**config.mk**
```make
export PLATFORM = sky130hd
export DESIGN_NAME = timer_dev
export DESIGN_NICKNAME = d
export VERILOG_FILES = /design/src/rtl/timer_dev.sv
export SDC_FILE = /design/constraint.sdc
export NUM_CORES = 1
export LEC_CHECK = 0
export CAP_MARGIN = 10
export CORE_ASPECT_RATIO = 0.7
export CORE_MARGIN = 1
export CORE_UTILIZATION = 50
export DETAILED_ROUTE_END_ITERATION = 10
export GPL_TIMING_DRIVEN = 1
export MAX_ROUTING_LAYER = met4
export PLACE_DENSITY_LB_ADDON = 0.2
export SETUP_SLACK_MARGIN = 0.1
export SKIP_CTS_REPAIR_TIMING = 1
export SLEW_MARGIN = 20
export SYNTH_ARGS = -nofsm -noshare
export SYNTH_HDL_FRONTEND = slang
export SYNTH_SLANG_ARGS = --single-unit
```
**constraint.sdc**
```tcl
create_clock -name clk -period 3.8 [get_ports clk]
set_input_delay 0.57 -clock clk [delete_from_list [all_inputs] [get_ports clk]]
set_output_delay 0.57 -clock clk [all_outputs]
set_load 0.01 [all_outputs]
```
**src/rtl/timer_dev.sv**
```systemverilog
// Memory-mapped countdown timer: CTRL/PRESET/COUNT registers, a four-state
// counting FSM, and a maskable interrupt toward the CPU.
module timer_dev #(
  parameter int IM_BIT = 3,
  parameter int CTRL_W = 4
) (
  input  logic        clk,
  input  logic        reset,
  input  logic        Sel,
  input  logic [1:0]  Addr,
  input  logic        WE,
  input  logic [31:0] Din,
  output logic [31:0] Dout,
  output logic        IRQ
);

  typedef enum logic [1:0] {
    S_IDLE = 2'd0,
    S_LOAD = 2'd1,
    S_CNT  = 2'd2,
    S_INT  = 2'd3
  } state_t;

  localparam logic [1:0] ADDR_CTRL   = 2'd0;
  localparam logic [1:0] ADDR_PRESET = 2'd1;
  localparam logic [1:0] ADDR_COUNT  = 2'd2;

  logic [CTRL_W-1:0] ctrl_q, ctrl_d;
  logic [31:0]       preset_q, preset_d;
  logic [31:0]       count_q, count_d;
  logic              irq_flag_q, irq_flag_d;
  state_t            state_q, state_d;

  logic enable;
  logic auto_reload;
  logic store;

  assign enable      = ctrl_q[0];
  assign auto_reload = (ctrl_q[2:1] == 2'b01);
  assign store       = Sel & WE;

  always_comb begin
    ctrl_d     = ctrl_q;
    preset_d   = preset_q;
    count_d    = count_q;
    irq_flag_d = irq_flag_q;
    state_d    = state_q;

    case (state_q)
      S_IDLE: begin
        if (enable) state_d = S_LOAD;
      end
      S_LOAD: begin
        count_d = preset_q;
        state_d = S_CNT;
      end
      S_CNT: begin
        if (!enable) begin
          state_d = S_IDLE;
        end else if (count_q <= 32'd1) begin
          count_d    = 32'd0;
          irq_flag_d = 1'b1;
          state_d    = S_INT;
        end else begin
          count_d = count_q - 32'd1;
        end
      end
      S_INT: begin
        if (auto_reload) begin
          irq_flag_d = 1'b0;
          state_d    = S_LOAD;
        end else begin
          ctrl_d[0] = 1'b0;
          state_d   = S_IDLE;
        end
      end
      default: state_d = S_IDLE;
    endcase

    // CPU stores are applied last so they override any same-edge FSM update.
    if (store) begin
      if (Addr == ADDR_CTRL) begin
        ctrl_d     = Din[CTRL_W-1:0];
        irq_flag_d = 1'b0;
      end else if (Addr == ADDR_PRESET) begin
        preset_d   = Din;
        irq_flag_d = 1'b0;
      end
    end
  end

  always_ff @(posedge clk) begin
    if (reset) begin
      ctrl_q     <= '0;
      preset_q   <= '0;
      count_q    <= '0;
      irq_flag_q <= 1'b0;
      state_q    <= S_IDLE;
    end else begin
      ctrl_q     <= ctrl_d;
      preset_q   <= preset_d;
      count_q    <= count_d;
      irq_flag_q <= irq_flag_d;
      state_q    <= state_d;
    end
  end

  always_comb begin
    case (Addr)
      ADDR_CTRL:   Dout = {{(32-CTRL_W){1'b0}}, ctrl_q};
      ADDR_PRESET: Dout = preset_q;
      ADDR_COUNT:  Dout = count_q;
      default:     Dout = 32'd0;
    endcase
  end

  assign IRQ = ctrl_q[IM_BIT] & irq_flag_q;

endmodule

```
======== Word level (Yosys, flattened, before mapping) ========
Cells that the tools add are included.
word-level totals
  input bits .............................. 38
  word-level logic and storage cells ...... 47
  output and inout port bits .............. 33
  register bits ........................... 71
cells by class
  reductions and logical operators ........ 7
  mux-type cells .......................... 20
  order comparisons ....................... 1
  equality and inequality tests ........... 9
  bitwise operators ....................... 3
  add/sub/neg operators ................... 1
operators by type and width
  cell                     number
  $pmux W32 S3             1
  $mux W32                 2
  $pmux W32 S2             1
  $le A32 B1 Y1 const B    1
  $sub A32 B1 Y32 const B  1
  $mux W1                  11
  $pmux W2 S4              1
  $eq A2 B1 Y1 const B     3
  $eq A2 B2 Y1 const B     3
  $mux W2                  3
  $reduce_and A2 Y1        3
  $logic_not A2 Y1         2
  $ne A2 B2 Y1 const B     2
  $ne A3 B3 Y1 const B     1
  $reduce_and A3 Y1        1
  $and A1 B1 Y1            2
  $pmux W1 S2              1
  $reduce_bool A2 Y1       1
  $not A1 Y1               1

======== Logic depth before layout (Yosys ltp) ========
  word-level depth ........................ 7
  gate-level depth with buffers ........... 8
  mapped depth without buffers ............ 7

======== Worst setup path after synthesis ========
Ideal clock, no wire load.
  path type ............................... register -> register
  start ................................... register count_q[4]
  end ..................................... register count_q[0]
  arrival time ............................ 2.289 ns
  path buffers ............................ 3
  required time ........................... 3.666 ns
  stages on the path, launching flop included .. 9
  library setup time ...................... 0.134 ns
  clock period less this slack ............ 2.422 ns
  slack ................................... 1.378 ns
  cell sequence ........................... dfxtp_1 -> buf_6 -> or4_1 -> clkbuf_2 -> or4_4 -> o311a_4 -> buf_6 -> a221oi_1 -> a211oi_1
on the way
  cells in the longest elaborated chain, start to end .. 4
RTL lines
  what                      line  source
  start: declaration        30    logic [31:0] count_q, count_d;
  start signal: assignment  102   count_q <= count_d;
  $le A32 B1 Y1             60    end else if (count_q <= 32'd1) begin
  $mux W32                  60
  $mux W32                  58    if (!enable) begin
  $pmux W32 S2              49    case (state_q)
Every way passes these cells. The select of a mux whose other input is x is not followed.
A chain may end at the register's enable or synchronous reset.

======== Final worst setup path ========
  start ................................... input Addr[1]
  end ..................................... output Dout[11]
on the way
  cells in the longest elaborated chain, start to end .. 2
  elaborated cells on any way between the ends .. 4
  classes of those cells .................. eq/ne (2); mux (1); reduce/logical (1)
RTL lines
  what                                        line  source
  start: declaration                          10    input logic [1:0] Addr,
  $eq A2 B2 Y1, or another cell as far along  109   case (Addr)
  $pmux W32 S3 *                              109
  end: declaration                            13    output logic [31:0] Dout,
Every way passes the cells marked *; elsewhere a longest branch is shown, timed or not.

==> results.py <==
metrics = {
    "setup_path": {
        "worstPathArrival_ps": 2590,
        "critPathSlowestCell": "clkdlybuf4s50_1",
        "critPathLaunchType": "input pin",
        "cpMostUsedCell": "clkdlybuf4s50_1",
        "rr_worst_depth": 5,
        "worst-r2r-setup-slack_ps": 1080,
        "crit_fanout": 28,
        "critPathLaunch": "Addr[1]",
        "endpoint_kind": "primary output",
        "crit_required_ps": 3230,
        "critPathMaxStageDelay_ps": 690,
        "path_class": "input pin to primary output",
        "cp_cell_sequence": "clkdlybuf4s50_1, nor2b_2, buf_4, a22o_1, clkdlybuf4s50_1",
        "r2r-end": "count_q[0]$_SDFFE_PP0P_",
        "r2r-start": "count_q[4]$_SDFFE_PP0P_",
    },
    "synthesis": {
        "yosysWarnings": 0,
        "yosysMostFrequentCell": "nand2_1",
        "muxShareOfSynthArea_pct": 2.08,
        "synth_top_family_by_area": "compound AO/OA/AOI/OAI gates",
        "synth_compound_area_share_pct": 30.2,
        "yosys.area_share.simple_pct": 24.0,
        "postSynthCellCount": 525,
        "synthArstFlopShare_pct": 0,
        "synth_nets": 565,
        "synth_ff_type": "dfxtp_1",
        "synth_edf_count": 0,
        "synth-xor-area-share_pct": 0.672,
        "yosys-top-cells-area": "dfxtp_1, nand2_1, a21oi_1",
        "synth.distinct_cells": 49,
        "synth_seq_cells": 71,
        "seq_area_frac_synth_pct": 36.4,
        "synth_commonest_cells": "nand2_1, dfxtp_1, a21oi_1",
        "synthesis.area_um2": 3910,
        "synthDominantCellAreaShare_pct": 36.4,
        "syn_avg_cell_area_um2": 7.45,
        "synthAdderAreaFrac_pct": 0.640,
        "synth.largest_area_cell": "dfxtp_1",
    },
    "detailed_routing": {
        "drcViolationCount": 0,
        "num_vias": 4305,
        "drt_iter0_drc": 504,
        "ant_nets": 0,
        "wl_per_cell_um": 18.5,
        "routed_wirelength_um": 12400,
        "firstDrtPassIters": 6,
        "viasPerCell": 6.40,
    },
    "power_and_ir_drop": {
        "p_switching_mw": 0.443,
        "p_sw_share_pct": 28.6,
        "power_density_nw_per_um2": 322,
        "power.internal_mw": 1.10,
        "static-leakage-power_nw": 1.65,
        "p_comb_share_pct": 13.5,
        "p_clk_share_pct": 36.4,
        "seqPwrFrac_pct": 50.1,
        "ir_worst_vdd_uv": 170,
        "p_total_mw": 1.55,
    },
    "global_routing": {
        "grt_antenna_before_repair": 0,
        "grt_pass1_vias": 3916,
        "grt_max_degree": 44,
        "gr-usage-all-layers_pct": 32.3,
        "grt_pass1_wl_um": 20100,
        "grt_use_met2_pct": 41.9,
        "grt_overflow": 0,
        "gr-usage-met3_pct": 10.4,
        "grt.busiest_layer": "met1",
        "grtUsageMet1_pct": 46.5,
    },
    "worst_hold_path": {
        "min_to": "preset_q[19]$_SDFFE_PP0P_",
        "hp-start": "preset_q[19]$_SDFFE_PP0P_",
        "hold-path-cell-count": 2,
        "hold_path_class": "register to register",
    },
    "die": {
        "coreArea_um2": 7420,
        "start_util_pct": 52.7,
        "boundaryPins": 71,
        "dieArea_um2": 8180,
        "fp.dieH_um": 76.0,
        "die_w_um": 108,
        "rows": 26,
    },
    "placement": {
        "place_congestion": 0.923,
        "place_inst": 657,
        "pre_cts_ws_ps": 681,
        "port_buffers": 70,
        "place_hpwl_um": 8640,
    },
    "clock_network": {
        "cts_buffer_depth": 2,
        "cts_tree": "built",
        "cts_max_level": 3,
        "clk_pin_slew_ps": 70,
        "cts.sink_count": 71,
        "cts_inserted_buffers": 9,
        "cts-root-buf": "clkbuf_8",
        "clkLatencyLatePin_ps": 350,
    },
    "run": {
        "cap_violations": 0,
    },
    "final_layout": {
        "final_nets": 610,
        "num-fill-cells": 677,
        "fin_util_pct": 64.8,
        "instances_no_fill": 673,
        "area_growth_pct": 22.9,
        "drive_above_1_share_pct": 6.43,
        "antenna_cells": 0,
    },
    "timing": {
        "worst_slack_ps": 645,
        "fin_crit_sh_pct": 83.0,
        "setup_viol": 0,
        "worstMarginPinSlew_ps": 923,
        "fin_crit_ps": 3160,
        "hold_viol_final": 0,
        "rsz0062_at_grt": "no",
        "setup_tns_ps": 0,
        "fmax_mhz": 317,
        "slew_violations": 0,
        "clock_skew_ps": 8.82,
        "max_slew_margin_pct": 38.0,
    },
    "status": {
        "status": "complete, no violations",
    },
}
==> area by class of cell <==
cell class / count / area (um^2) / share of cell area (%)
well taps: 98 / 123 / 2.55
repair buffers: 81 / 778 / 16.2
flip-flops and latches: 71 / 1420 / 29.6
inverters: 11 / 41.3 / 0.860
multi-input cells: 396 / 2260 / 47.0
clock inverters: 6 / 45.0 / 0.938
clock buffers: 10 / 138 / 2.87
==> sequential cells by signal, summed over array words and instances, names as in the netlist <==
name / count
count_q: 32
preset_q: 32
ctrl_q: 4
state_q: 2
irq_flag_q: 1
==> metal layers <==
metal	vias up	part of all wire [%]
met5	-	0
met4	0	1.8
met3	28	13
met2	291	41
met1	1982	44
li1	2004	-
==> critical path, delay by kind of cell <==
family	cells	cell delay (ps)
buf+inv	3	1580
simple gates	1	210
compound gates	1	220
==> worst max path at each step <==
| stage | depth (start not counted) | to |
|---|---|---|
| final | 5 | Dout[11] |
| after global routing | 6 | Dout[2] |
| after CTS | 5 | Dout[11] |
| after detailed placement | 5 | Dout[11] |
| after global placement | 5 | Dout[11] |
| after floorplan | 8 | count_q[0]$_SDFFE_PP0P_ |
==> stage by stage <==
step           cell area [um^2]  hold WS (ps)
2_1_floorplan              3910           446
6_report                   4800           480
4_1_cts                    4800           477
3_5_place_dp               4620           467
5_1_grt                    4800           506
3_3_place_gp               4620           459
==> power groups by stage <==
stage / Sequential, mW / Clock, mW / Combinational (mW)
floorplan: 0.783 / 0 / 0.122
global placement: 0.790 / 0 / 0.198
detailed placement: 0.791 / 0 / 0.203
CTS: 0.773 / 0.563 / 0.204
global route: 0.776 / 0.601 / 0.225
finish: 0.774 / 0.563 / 0.208
==> cells in the final DEF, fill, tap and decap left out, types with 6 or more instances in the layout <==
cell and instances:
clkbuf_8 10, inv_1 11, a31oi_1 6, a22o_1 28
nor4_1 9, a211oi_1 17, a21oi_1 62, dfxtp_1 71
o21ai_0 44, nor2_1 26, clkdlybuf4s50_1 69, nand2_1 97
nand4_1 11, mux2i_1 7, nand3_1 13, nor3_1 12
buf_4 11
==> cell families (layout without fill, tap and decap cells) <==
kind of cell,after synthesis,after routing
DFF,71,71
and+or+nand+nor,199,199
adders and majority gates,2,2
xor gates and xnor gates,3,3
buffers and inverters,58,108
muxes,8,8
AOI/OAI and AO/OA,184,184
Power figures use the tool's default switching activity.
